`config.mk`:
```
export PLATFORM = sky130hd
export DESIGN_NAME = ycbcr_rgb
export DESIGN_NICKNAME = d
export VERILOG_FILES = /design/src/rtl/ycbcr_rgb.sv
export SDC_FILE = /design/constraint.sdc
export NUM_CORES = 1
export LEC_CHECK = 0
export CAP_MARGIN = 20
export CORE_MARGIN = 4
export CORE_UTILIZATION = 55
export CTS_BUF_LIST = sky130_fd_sc_hd__clkbuf_16
export DETAILED_ROUTE_END_ITERATION = 10
export GPL_ROUTABILITY_DRIVEN = 0
export PLACE_DENSITY = 0.75
export SETUP_SLACK_MARGIN = 0.02
export SLEW_MARGIN = 20
export SYNTH_ARGS = -nofsm -noshare
export SYNTH_HDL_FRONTEND = slang
export SYNTH_SLANG_ARGS = --single-unit
export TNS_END_PERCENT = 5
```
`constraint.sdc`:
```
create_clock -name sys_clk -period 5.28 [get_ports sys_clk]
set_clock_uncertainty 0.1 [all_clocks]
set_input_delay 1.056 -clock sys_clk [delete_from_list [all_inputs] [get_ports sys_clk]]
set_output_delay 1.056 -clock sys_clk [all_outputs]
set_load 0.02 [all_outputs]
```
`src/rtl/ycbcr_rgb.sv`:
```
// YCbCr 4:2:2 word stream to RGB888 / RGB565 converter.
// Phase tracker pairs two lumas with shared chroma, then a 3-stage fixed-point datapath.
module ycbcr_rgb (
   input  logic        sys_clk,
   input  logic        sys_rst_n,
   input  logic        frame_start,
   input  logic        pre_wr_en,
   input  logic [15:0] ycbcr_data,
   output logic        wr_en_dly,
   output logic [15:0] rgb565_data,
   output logic [7:0]  img_r,
   output logic [7:0]  img_g,
   output logic [7:0]  img_b
);

   logic       phase_q, phase_d;
   logic       pend_q, pend_d;
   logic [7:0] y0_q, y0_d;
   logic [7:0] y1_q, y1_d;
   logic [7:0] cb_q, cb_d;
   logic [7:0] cr_q, cr_d;

   logic       iss_v_q, iss_v_d;
   logic [7:0] iss_y_q, iss_y_d;
   logic [7:0] iss_cb_q, iss_cb_d;
   logic [7:0] iss_cr_q, iss_cr_d;

   logic               s1_v_q, s1_v_d;
   logic signed [17:0] s1_y_q, s1_y_d;
   logic signed [17:0] s1_rcr_q, s1_rcr_d;
   logic signed [17:0] s1_gcb_q, s1_gcb_d;
   logic signed [17:0] s1_gcr_q, s1_gcr_d;
   logic signed [17:0] s1_bcb_q, s1_bcb_d;

   logic               s2_v_q, s2_v_d;
   logic signed [17:0] s2_r_q, s2_r_d;
   logic signed [17:0] s2_g_q, s2_g_d;
   logic signed [17:0] s2_b_q, s2_b_d;

   logic        out_v_q, out_v_d;
   logic [7:0]  out_r_q, out_r_d;
   logic [7:0]  out_g_q, out_g_d;
   logic [7:0]  out_b_q, out_b_d;
   logic [15:0] out_p_q, out_p_d;

   logic [8:0]         cb_s, cr_s;
   logic signed [17:0] cb_x, cr_x;

   // Pixel 1 of a pair always issues the cycle after pixel 0; the next
   // pair's phase-0 word cannot issue, so the two never collide.
   always_comb begin
      phase_d  = phase_q;
      pend_d   = 1'b0;
      y0_d     = y0_q;
      y1_d     = y1_q;
      cb_d     = cb_q;
      cr_d     = cr_q;
      iss_v_d  = 1'b0;
      iss_y_d  = '0;
      iss_cb_d = '0;
      iss_cr_d = '0;
      if (pend_q) begin
         iss_v_d  = 1'b1;
         iss_y_d  = y1_q;
         iss_cb_d = cb_q;
         iss_cr_d = cr_q;
      end
      if (pre_wr_en) begin
         if (frame_start || !phase_q) begin
            y0_d    = ycbcr_data[15:8];
            cb_d    = ycbcr_data[7:0];
            phase_d = 1'b1;
         end else begin
            iss_v_d  = 1'b1;
            iss_y_d  = y0_q;
            iss_cb_d = cb_q;
            iss_cr_d = ycbcr_data[7:0];
            y1_d     = ycbcr_data[15:8];
            cr_d     = ycbcr_data[7:0];
            pend_d   = 1'b1;
            phase_d  = 1'b0;
         end
      end else if (frame_start) begin
         phase_d = 1'b0;
      end
   end

   always_comb begin
      cb_s = {1'b0, iss_cb_q} - 9'd128;
      cr_s = {1'b0, iss_cr_q} - 9'd128;
      cb_x = $signed({{9{cb_s[8]}}, cb_s});
      cr_x = $signed({{9{cr_s[8]}}, cr_s});
      s1_v_d   = iss_v_q;
      s1_y_d   = $signed({2'b00, iss_y_q, 8'h00});
      s1_rcr_d = cr_x * 18'sd359;
      s1_gcb_d = cb_x * 18'sd88;
      s1_gcr_d = cr_x * 18'sd183;
      s1_bcb_d = cb_x * 18'sd454;
   end

   always_comb begin
      s2_v_d = s1_v_q;
      s2_r_d = s1_y_q + s1_rcr_q;
      s2_g_d = s1_y_q - s1_gcb_q - s1_gcr_q;
      s2_b_d = s1_y_q + s1_bcb_q;
   end

   function automatic logic [7:0] clamp8(input logic signed [17:0] v);
      logic signed [17:0] s;
      s = v >>> 8;
      if (s[17])          return 8'd0;
      else if (|s[16:8])  return 8'd255;
      else                return s[7:0];
   endfunction

   // Idle cycles drive zeros rather than holding the last pixel.
   always_comb begin
      out_v_d = s2_v_q;
      out_r_d = '0;
      out_g_d = '0;
      out_b_d = '0;
      if (s2_v_q) begin
         out_r_d = clamp8(s2_r_q);
         out_g_d = clamp8(s2_g_q);
         out_b_d = clamp8(s2_b_q);
      end
      out_p_d = {out_r_d[7:3], out_g_d[7:2], out_b_d[7:3]};
   end

   always_ff @(posedge sys_clk or negedge sys_rst_n) begin
      if (!sys_rst_n) begin
         phase_q  <= 1'b0;
         pend_q   <= 1'b0;
         y0_q     <= '0;
         y1_q     <= '0;
         cb_q     <= '0;
         cr_q     <= '0;
         iss_v_q  <= 1'b0;
         iss_y_q  <= '0;
         iss_cb_q <= '0;
         iss_cr_q <= '0;
         s1_v_q   <= 1'b0;
         s1_y_q   <= '0;
         s1_rcr_q <= '0;
         s1_gcb_q <= '0;
         s1_gcr_q <= '0;
         s1_bcb_q <= '0;
         s2_v_q   <= 1'b0;
         s2_r_q   <= '0;
         s2_g_q   <= '0;
         s2_b_q   <= '0;
         out_v_q  <= 1'b0;
         out_r_q  <= '0;
         out_g_q  <= '0;
         out_b_q  <= '0;
         out_p_q  <= '0;
      end else begin
         phase_q  <= phase_d;
         pend_q   <= pend_d;
         y0_q     <= y0_d;
         y1_q     <= y1_d;
         cb_q     <= cb_d;
         cr_q     <= cr_d;
         iss_v_q  <= iss_v_d;
         iss_y_q  <= iss_y_d;
         iss_cb_q <= iss_cb_d;
         iss_cr_q <= iss_cr_d;
         s1_v_q   <= s1_v_d;
         s1_y_q   <= s1_y_d;
         s1_rcr_q <= s1_rcr_d;
         s1_gcb_q <= s1_gcb_d;
         s1_gcr_q <= s1_gcr_d;
         s1_bcb_q <= s1_bcb_d;
         s2_v_q   <= s2_v_d;
         s2_r_q   <= s2_r_d;
         s2_g_q   <= s2_g_d;
         s2_b_q   <= s2_b_d;
         out_v_q  <= out_v_d;
         out_r_q  <= out_r_d;
         out_g_q  <= out_g_d;
         out_b_q  <= out_b_d;
         out_p_q  <= out_p_d;
      end
   end

   assign wr_en_dly   = out_v_q;
   assign img_r       = out_r_q;
   assign img_g       = out_g_q;
   assign img_b       = out_b_q;
   assign rgb565_data = out_p_q;

endmodule
```
==> summary.md <==
The count of cells in the finished layout, fillers not included, comes to 1493. For the number of levels in the clock H-tree, the log shows 4. The run gives 7815 as the vias after detailed routing.

The path class of the tightest hold or removal check is reg2reg. Number of library cell types mapped by synthesis: 54. The tools report the met3 routing resource usage after global routing as 3.53%. By area the synthesized netlist is led by sky130_fd_sc_hd__dfrtp_1 (37%), sky130_fd_sc_hd__ha_1 (18%), sky130_fd_sc_hd__fa_1 (12%), sky130_fd_sc_hd__inv_1 (6.2%), sky130_fd_sc_hd__xnor2_1 (4.3%). Setup repair after global routing left no endpoint under its margin. After detailed routing, the number of remaining DRC violations is 0. The later-pin clock latency in the skew report was 0.43 ns. In this run the remaining antenna-violating nets after routing total 0.

The logs give 0.269 mV for the highest ir drop seen on vdd and 7979 for the via count of the first global-routing pass. For this run, the post-layout net count is 1470. The final period demand of the worst path came out at 4.77 ns. The initialized floorplan defines 53 standard-cell rows. TritonCTS built the clock tree. Summed over all instances, the cell type with the most area after synthesis is sky130_fd_sc_hd__dfrtp_1. Synthesis handed over a netlist of 1155 instances.

The run finished with clean final reports. The max-slew violation count is 0, and the number of buffers added to fix hold violations after cts is 0. The final period utilization was 90.3%; the total negative slack was 0 ns. The routed design has 22400 µm of wire. Relative to the synthesized area, the layout overhead comes to 11.9%. The worst slew margin relative to its limit is 36.0%. For the initial antenna violation count, the log shows 0. The tools report the global-route congestion overflow total as 0. In this run the static leakage power is 6.89 nW. The final setup violation count came out at 0.

The startpoint kind of the worst setup timing path was a flip-flop. In this run the vertical extent of the chip is 155 µm. The power per cell area is 478 nW/µm². Max-cap violations in this run came to 0. After clock tree synthesis, the repair step resized 0 gates. Of all nets on the critical path, the largest fanout is 8.

Counting every sink on the clock net gives 176. For the worst setup path, the data arrival time is 5.02 ns. The design area came out at 13300 µm². The logs give 33.5% for the global routing usage on met2 and 17200 µm for the estimated wirelength of the detail-placed design. For met1 alone, demand over resource in global routing was 25.9%. Port buffering added 60 buffers. In this run the horizontal extent of the chip is 155 µm. Sort of element at the end of the critical path: a flip-flop. Yosys synthesis warning count: 0. In this run, synthesis inferred 0 flip-flops with an integrated enable. The logs give 56.3% for the initial cell density of the core and 63.0% for the post-route core utilization.

The net count after synthesis is 1420. The fraction of layout cells with a size suffix above 1 came out at 5.01%. Clock-pin slew was measured on the worst setup and hold paths at 0.07 ns. The floorplan step defined a die boundary enclosing 24100 µm². In this run the clock root is driven by a sky130_fd_sc_hd__clkbuf_16. The filler cells instantiated in the layout total 1724. The number of antenna diodes in the final layout is 0. By startpoint and endpoint, the worst setup path is classified as reg2reg.

Minimum setup slack among reg-to-reg paths: 0.51 ns. Post-CTS timing repair inserted 0 buffers for setup. The most used flip-flop cell after synthesis is sky130_fd_sc_hd__dfrtp_1.

The achievable frequency was 0.210 GHz. The logs give 17 for the number of buffers added by the clock tree synthesis step and 0 for the final-report hold violation count. Summed over its instances, the top area cell type makes up 37.0% of the synthesized netlist area. Dividing the synthesized area by the synthesized cell count gives 10.3 µm². The post-detailed-route wirelength per cell works out to 15.0 µm. DRC violation total after the first TritonRoute iteration: 393. After detailed placement, the total cell area comes to 12700 µm². For the iteration count of the initial detailed-routing pass, the log shows 4. The design draws 6.37 mW. The first global-routing pass estimated 38400 µm of wire. The run gives 5.53 ns as the required time at the endpoint of the critical path.

Global router's overall resource usage: 19.9%. Layer with the highest usage after global routing: met2. The logs give 2 for the maximum buffer depth of the clock tree and 111 for the maximum number of pins on one net before global-route repair. The region available for standard cell placement spans 21200 µm². The logs give 37.0% for the proportion of synthesized chip area in sequential cells and 61 for the number of top-level design ports. After detailed routing, the number of vias per cell comes to 5.23. The fraction of synthesis flops using an asynchronous set or reset pin is 100%.

Summing every instance area after synthesis gives 11900 µm². Once placement completed, the tool counted placed cells totaling 1461. Synthesis inferred 176 register bits. For the pin with the worst max-slew slack, the measured transition is 0.961 ns.
[logic make-up (layout without fill, tap and decap cells)]
group	Yosys count	count (layout)	synth area share, %
and+or+nand+nor	250	250	9.36
xor gates and xnor gates	73	73	5.37
DFF	176	176	37.0
adders and majority gates	245	245	30.1
buffers and inverters	233	296	7.87
muxes	19	19	1.77
AOI/OAI and AO/OA	159	159	8.56
[state kept, by name (all words and copies together), names as in the netlist, 8 cells and up]
name         count
s1_gcr_q        18
s1_rcr_q        10
y0_q             8
y1_q             8
cr_q             8
iss_cr_q         8
rgb565_data     16
cb_q             8
iss_cb_q         8
s1_y_q           8
iss_y_q          8
s2_g_q          10
s2_b_q          10
s1_gcb_q        11
s2_r_q          10
s1_bcb_q        13
[cell usage in the layout (no fill, tap or decap), drive strengths merged, types with 6 or more instances in the layout]
| master | count |
|---|---|
| a211oi | 6 |
| a21o | 15 |
| a21oi | 48 |
| a31oi | 8 |
| clkbuf | 17 |
| clkdlybuf4s50 | 59 |
| clkinv | 6 |
| dfrtp | 176 |
| fa | 69 |
| ha | 176 |
| inv | 206 |
| mux2 | 16 |
| nand2 | 93 |
| nand2b | 17 |
| nand3 | 14 |
| nor2 | 81 |
| nor2b | 12 |
| nor3 | 14 |
| o21a | 11 |
| o21ai | 33 |
| xnor2 | 58 |
| xor2 | 15 |
[critical path: stages (launching register included)]
cell and delay (ns):
sky130_fd_sc_hd__dfrtp_1 0.52, sky130_fd_sc_hd__inv_1 0.22, sky130_fd_sc_hd__ha_1 0.40, sky130_fd_sc_hd__inv_1 0.13, sky130_fd_sc_hd__ha_1 0.23, sky130_fd_sc_hd__fa_1 0.49, sky130_fd_sc_hd__fa_1 0.54, sky130_fd_sc_hd__inv_1 0.05
sky130_fd_sc_hd__fa_1 0.49, sky130_fd_sc_hd__inv_1 0.04, sky130_fd_sc_hd__ha_1 0.29, sky130_fd_sc_hd__inv_1 0.08, sky130_fd_sc_hd__o22ai_1 0.17, sky130_fd_sc_hd__o32a_1 0.40, sky130_fd_sc_hd__a21o_1 0.21, sky130_fd_sc_hd__a21oi_1 0.18
sky130_fd_sc_hd__xnor2_1 0.14
[cell usage after synthesis, types with 6 or more instances]
master	number
sky130_fd_sc_hd__ha_1	176
sky130_fd_sc_hd__buf_4	16
sky130_fd_sc_hd__fa_1	69
sky130_fd_sc_hd__nand3_1	14
sky130_fd_sc_hd__a21o_1	15
sky130_fd_sc_hd__nand2_1	93
sky130_fd_sc_hd__nor3_1	14
sky130_fd_sc_hd__xor2_1	15
sky130_fd_sc_hd__clkbuf_1	14
sky130_fd_sc_hd__a21oi_1	47
sky130_fd_sc_hd__a211oi_1	6
sky130_fd_sc_hd__mux2_2	16
sky130_fd_sc_hd__nand2b_1	17
sky130_fd_sc_hd__a31oi_1	8
sky130_fd_sc_hd__o21ai_0	32
sky130_fd_sc_hd__xnor2_1	58
sky130_fd_sc_hd__inv_1	198
sky130_fd_sc_hd__dfrtp_1	176
sky130_fd_sc_hd__nor2_1	81
sky130_fd_sc_hd__nor2b_1	12
sky130_fd_sc_hd__o21a_1	11
[final timing paths]
| kind | depth (start not counted) | from | endpoint |
|---|---|---|---|
| max | 16 | iss_cr_q[6] | s1_rcr_q[14] |
| min | 0 | iss_y_q[3] | s1_y_q[11] |
| max reg2reg | 16 | iss_cr_q[6] | s1_rcr_q[14] |
| min reg2reg | 0 | iss_y_q[3] | s1_y_q[11] |
| max in group asynchronous | 2 | sys_rst_n | iss_cr_q[6] |
| min in group asynchronous | 1 | sys_rst_n | s2_b_q[15] |
[where the power goes]
group | internal, mW | switching (mW) | total, mW
clock network | 0.686 | 0.612 | 1.30
logic | 1.39 | 1.77 | 3.16
registers | 1.74 | 0.176 | 1.91
total | 3.81 | 2.56 | 6.37
[stage by stage]
stage | hold slack [ns] | worst slack, ns
2_1_floorplan | 0.231 | 0.769
3_3_place_gp | 0.234 | 0.677
3_5_place_dp | 0.236 | 0.533
4_1_cts | 0.253 | 0.515
5_1_grt | 0.256 | 0.263
6_report | 0.252 | 0.513
[cell type report]
| class | count | area (µm²) | area share, % |
|---|---|---|---|
| Clock buffer | 17 | 425 | 3.19 |
| Clock inverter | 15 | 193 | 1.45 |
| Inverter | 200 | 751 | 5.63 |
| Multi-Input combinational cell | 746 | 6570 | 49.3 |
| Sequential cell | 176 | 4400 | 33.0 |
| Tap cell | 275 | 344 | 2.58 |
| Timing Repair Buffer | 64 | 644 | 4.83 |
[routing by layer]
metal,vias to the layer above,routed length [µm]
li1,3826,-
met4,0,669
met1,3826,9970
met3,34,625
met2,129,11200
met5,-,0
(Power assumes the default switching activity.)
==> RTL edit 1, RTL diff (same settings) <==
Remove the register `out_g_q`: a continuous assignment takes its place, so the output `img_g` follows one clock earlier.
--- a/src/rtl/ycbcr_rgb.sv
+++ b/src/rtl/ycbcr_rgb.sv
@@ -153,3 +153,2 @@
          out_r_q  <= '0;
-         out_g_q  <= '0;
          out_b_q  <= '0;
@@ -179,3 +178,2 @@
          out_r_q  <= out_r_d;
-         out_g_q  <= out_g_d;
          out_b_q  <= out_b_d;
@@ -184,2 +182,4 @@
    end
+
+   assign out_g_q = out_g_d;
 
Behaviour: not the same (a bounded check fails within 10 cycles, from zero or initial values and one cycle with sys_rst_n low).
==> RTL edit 1 against the original RTL <==
  * Design area fell by 2.0%
  * Combinational power fell by 6.6%
  * Hold slack got worse by 0.0020 ns
  * Synthesized area fell by 2.9%
  * Synthesized cell count fell by 4.8%
  * Non-clock buffer count rose by 5
  * Setup slack got worse by 0.16 ns
  * Power fell by 3.1%
  * Maximum frequency fell by 3.2%
  * Wire length fell by 7.5%
  * First-iteration DRC count fell by 14%
  * Sequential cell count fell by 2
  * Sequential share of layout area rose by 0.29 points
  * Critical path type unchanged
  * Critical endpoint is now s1_rcr_q[17]
  * Largest power group unchanged
==> RTL edit 1: results (changes against the original RTL) <==
cp-startpoint: "iss_cr_q[6]"
rrSetupSlack_ns: 0.36  # -0.16 ns
grt_max_degree: 101  # -9.0%
drt-initial-drc-count: 339  # -14%
regMostFlops: "s1_gcr_q"
dieArea_um2: 23400  # -2.8%
vias_per_cell: 5.06  # -3.3%
post-route-min-period_ns: 4.92  # +0.156 ns
antenna_found_initial: 0  # unchanged
r2r_cells: 17  # +1
largest_register_ffs: 18  # unchanged
postCtsSetupBuffers: 0  # unchanged
hp-start: "iss_y_q[0]"
slowest_delay_ns: 0.55
status: "finished clean"
insertedDiodeCount: 0  # unchanged
dp.final_hpwl_mm: 16.6  # -3.7%
clockRootBuffer: "clkbuf_16"
cts.path.max_buffers: 2  # unchanged
worstMarginPinSlew_ns: 0.881  # -0.0794 ns
num-fill-cells: 1664  # -3.5%
dp_worst_setup_slack_ns: 0.386  # -0.147 ns
path_delay_family: "adder cells"
synth.top_cells.by_count: "inv_1, ha_1, dfrtp_1, nor2_1, nand2_1"
port_buffers: 60  # unchanged
whs_path_depth: 0  # unchanged
p_leak_nw: 6.89  # about the same
synth-seq-area-share: 0.377  # +0.00672
drt-pass1-iter-count: 4  # unchanged
place_area_um2: 12400  # -2.2%
cp_max_fo: 8  # unchanged
wl_per_cell_um: 14.4  # -4.3%
ys_warn_count: 0  # unchanged
track_usage: 0.189  # -0.00983
drive_gt1_frac: 0.0580  # +0.00789
cp_data_arrival_time_ns: 5.13  # +0.11 ns
grt_first_pass_wirelength_mm: 36.1  # -6.0%
nets: 1425  # -3.1%
hold_path.class: "reg2reg"
clk_latency_ns: 0.43  # about the same
synth_area_leaders: "dfrtp_1, ha_1, fa_1, inv_1, xnor2_1"
clk_pin_slew_ns: 0.07  # about the same
cts_max_level: 4  # unchanged
cts_buffers: 17  # unchanged
synth_cell_types: 47  # -13%
synthFlopType: "dfrtp_1"
grt_pass1_vias: 7504  # -6.0%
max-vdd-ir-drop_mv: 0.295  # +9.8%
async_reset_ff_frac: 1.00  # unchanged
slowest_stage: "fa_1"
crit_path_end: "s1_rcr_q[17]"
ctsResizeCount: 0  # unchanged
-- RTL edit 1: changes by cell type after synthesis, moves of 4 or more --
cell	unedited run	this run
a21o_1	15	21
o21ai_0	32	26
a21oi_1	47	42
buf_4	16	10
nor2_1	81	77
a21boi_0	4	0
nor3_1	14	9
nand2_1	93	76
nand3_1	14	10
a31oi_1	8	2
nor2b_1	12	18
-- RTL edit 1: logic make-up (layout without fill, tap and decap cells) --
kind of cell,Yosys count,count (layout),synth area share
fa+ha+maj,245,245,0.310
buf+inv,227,301,0.0769
simple gates,221,221,0.0845
xor+xnor,76,76,0.0576
flops,174,174,0.377
compound gates,137,137,0.0764
mux,19,19,0.0182
-- RTL edit 1: metrics by stage --
stage | std cells | util | hold WS [ns] | total power [W]
floorplan | 1099 | - | 0.231 | 0.00413
global placement | 1411 | 0.609 | 0.233 | 0.00474
detailed placement | 1411 | 0.609 | 0.235 | 0.00483
CTS | 1443 | 0.640 | 0.250 | 0.00621
global route | 1443 | 0.640 | 0.253 | 0.00672
finish | 1443 | 0.640 | 0.250 | 0.00617
-- RTL edit 1: routing by layer --
layer | share of wire | vias to the layer above | global-route usage
met4 | 0.025 | 0 | 0.0602
li1 | - | 3625 | -
met2 | 0.48 | 155 | 0.314
met1 | 0.45 | 3490 | 0.255
met3 | 0.043 | 33 | 0.0348
met5 | 0 | - | 0
-- RTL edit 1: how the worst min path moves through the flow --
stage            endpoint  slack, ns
5_1_grt         s1_y_q[8]       0.25
3_5_place_dp   s1_y_q[13]       0.23
4_1_cts         s1_y_q[8]       0.25
3_3_place_gp   s1_y_q[13]       0.23
6_report        s1_y_q[8]       0.25
2_1_floorplan     out_v_d       0.23
-- RTL edit 1: layout make-up --
cell class | instances | share of cell area
sequential | 174 | 0.333
tap | 270 | 0.0259
inverter | 200 | 0.0575
timing repair buffer | 69 | 0.0512
clock buffer | 17 | 0.0326
multi-input combinational | 698 | 0.484
clock inverter | 15 | 0.0160
-- RTL edit 1: worst register-to-register path, delay by kind of cell, from the launching register on --
family / cells / cell delay (ns)
compound gates: 6 / 1.12
xor+xnor: 1 / 0.13
fa+ha+maj: 6 / 2.49
buf+inv: 4 / 0.45
flops: 1 / 0.52
-- RTL edit 1: report_power, final --
| group | leakage, nW | total [W] | internal, W | switching, W |
|---|---|---|---|---|
| Combinational | 4.41 | 0.00295 | 0.00135 | 0.00160 |
| Sequential | 2.16 | 0.00190 | 0.00172 | 0.000173 |
| Clock | 0.317 | 0.00133 | 0.000802 | 0.000528 |
| Total | 6.89 | 0.00617 | 0.00387 | 0.00230 |
==> RTL edit 2, RTL diff (same flow settings) <==
Made on the original files. Add an input register stage for `frame_start`, `pre_wr_en` and `ycbcr_data`, without a reset; this delays them by one clock.
--- a/src/rtl/ycbcr_rgb.sv
+++ b/src/rtl/ycbcr_rgb.sv
@@ -14,2 +14,12 @@
 );
+
+   logic frame_start_q;
+   logic pre_wr_en_q;
+   logic [15:0] ycbcr_data_q;
+
+   always_ff @(posedge sys_clk) begin
+      frame_start_q <= frame_start;
+      pre_wr_en_q   <= pre_wr_en;
+      ycbcr_data_q  <= ycbcr_data;
+   end
 
@@ -67,6 +77,6 @@
       end
-      if (pre_wr_en) begin
-         if (frame_start || !phase_q) begin
-            y0_d    = ycbcr_data[15:8];
-            cb_d    = ycbcr_data[7:0];
+      if (pre_wr_en_q) begin
+         if (frame_start_q || !phase_q) begin
+            y0_d    = ycbcr_data_q[15:8];
+            cb_d    = ycbcr_data_q[7:0];
             phase_d = 1'b1;
@@ -76,5 +86,5 @@
             iss_cb_d = cb_q;
-            iss_cr_d = ycbcr_data[7:0];
-            y1_d     = ycbcr_data[15:8];
-            cr_d     = ycbcr_data[7:0];
+            iss_cr_d = ycbcr_data_q[7:0];
+            y1_d     = ycbcr_data_q[15:8];
+            cr_d     = ycbcr_data_q[7:0];
             pend_d   = 1'b1;
@@ -82,3 +92,3 @@
          end
-      end else if (frame_start) begin
+      end else if (frame_start_q) begin
          phase_d = 1'b0;
Behaviour: not the same (Yosys sat finds a counterexample within 10 cycles, from zero or initial values and one cycle with sys_rst_n low).
==> RTL edit 2 against the original RTL <==
  * Die area increased by 2.9%
  * Power up 3.6%
  * Sequential share of layout area increased by 1.7 points
  * Clock power is 7% higher
  * Wire length rose by 2.8%
  * Global-route usage fell by 0.072 points
  * Design area is 2.9% higher
  * Setup slack got worse by 0.016 ns
  * Synthesized area is 3.0% higher
  * Sequential cell count is 18 higher
  * Critical path type unchanged
  * Critical endpoint unchanged
  * Largest power group unchanged
==> RTL edit 2: results (changes against the original RTL) <==
synth-seq-area-share: 0.388  # +0.0185
cts_buffers: 17  # unchanged
slowest_stage: "fa_1"
postCtsSetupBuffers: 0  # unchanged
cp_data_arrival_time_ns: 5.07  # +0.05 ns
port_buffers: 60  # unchanged
largest_register_ffs: 18  # unchanged
slowest_delay_ns: 0.56  # +0.02 ns
async_reset_ff_frac: 0.907  # -0.0928
drt-pass1-iter-count: 4  # unchanged
synth.top_cells.by_count: "inv_1, dfrtp_1, ha_1, nand2_1, nor2_1"
place_area_um2: 13100  # +2.9%
wirelength_mm: 23.1  # +2.8%
cp_max_fo: 8  # unchanged
wl_per_cell_um: 15.2  # +1.3%
ys_warn_count: 0  # unchanged
synth_compound_area_frac: 0.0831  # -0.00251
ctsResizeCount: 0  # unchanged
cts_max_level: 4  # unchanged
dp.final_hpwl_mm: 17.4  # +1.2%
clk_latency_ns: 0.45  # +0.02 ns
grt_pass1_vias: 8034  # +0.69%
antenna_found_initial: 0  # unchanged
synth-xor-area-share: 0.0521  # -0.00158
p_leak_nw: 7.06  # +2.5%
clk_pin_slew_ns: 0.09  # +0.02 ns
place_inst: 1484  # +1.6%
switching_share: 0.403  # +0.00158
track_usage: 0.198  # -0.000721
drt-initial-drc-count: 373  # -5.1%
insertedDiodeCount: 0  # unchanged
vias_per_cell: 5.21  # -0.41%
slew_headroom: 0.485  # +0.126
grt_max_degree: 95  # -14%
grt_first_pass_wirelength_mm: 38.9  # +1.2%
max-vdd-ir-drop_mv: 0.268  # -0.25%
regMostFlops: "s1_gcr_q"
status: "finished clean"
num-fill-cells: 1761  # +2.1%
synth_cell_types: 55  # +1.9%
syn_nets: 1438  # +1.3%
synth_area_leaders: "dfrtp_1, ha_1, fa_1, inv_1, xnor2_1"
synthMuxAreaShare: 0.0171  # -0.000518
dp_worst_setup_slack_ns: 0.582  # +0.0485 ns
synthAdderAreaFrac: 0.292  # -0.00884
clockRootBuffer: "clkbuf_16"
drive_gt1_frac: 0.0502  # +0.0000797
synthCells: 1173  # +1.6%
-- RTL edit 2: power by group through the flow --
stage	combinational [W]	clock [W]	sequential (W)
floorplan	0.00246	0	0.00205
global placement	0.00301	0	0.00208
detailed placement	0.00311	0	0.00209
CTS	0.00317	0.00142	0.00207
global route	0.00359	0.00148	0.00210
finish	0.00315	0.00139	0.00206
-- RTL edit 2: kinds of logic after synthesis --
logic type               count (synthesis)
adder cells (fa/ha/maj)                245
XOR/XNOR                                73
buffers and inverters                  233
multiplexers                            19
AO/OA/AOI/OAI                          159
AND/OR/NAND/NOR                        250
flip-flops                             194
-- RTL edit 2: layer usage --
metal  track usage  part of all wire
met1         0.254              0.44
met2         0.339              0.49
met3        0.0344             0.036
met4        0.0725             0.030
met5             0                 0
-- RTL edit 2: final timing paths --
path | from | to | slack (ns) | cells after the start
max reg2reg | iss_cr_q[6] | s1_rcr_q[14] | 0.50 | 16
max in group asynchronous | sys_rst_n | cb_q[4] | 3.59 | 2
min in group asynchronous | sys_rst_n | rgb565_data[1] | 0.56 | 1
min reg2reg | iss_y_q[6] | s1_y_q[14] | 0.26 | 0
min | iss_y_q[6] | s1_y_q[14] | 0.26 | 0
max | iss_cr_q[6] | s1_rcr_q[14] | 0.50 | 16
-- RTL edit 2: worst max-delay path: cells and delay by family, from the launching register on --
family                   cells  cell delay [ns]
adder cells (fa/ha/maj)      6             2.47
AO/OA/AOI/OAI                4             0.97
buffers and inverters        5             0.53
flip-flops                   1             0.52
XOR/XNOR                     1             0.13
-- RTL edit 2: area by class of cell --
class,instances,area [um2],area share
inverters,200,751,0.0547
repair buffers,64,644,0.0470
clock inverters,15,218,0.0159
multi-input cells,746,6570,0.479
well taps,280,350,0.0255
clock buffers,17,425,0.0310
flip-flops and latches,194,4760,0.347
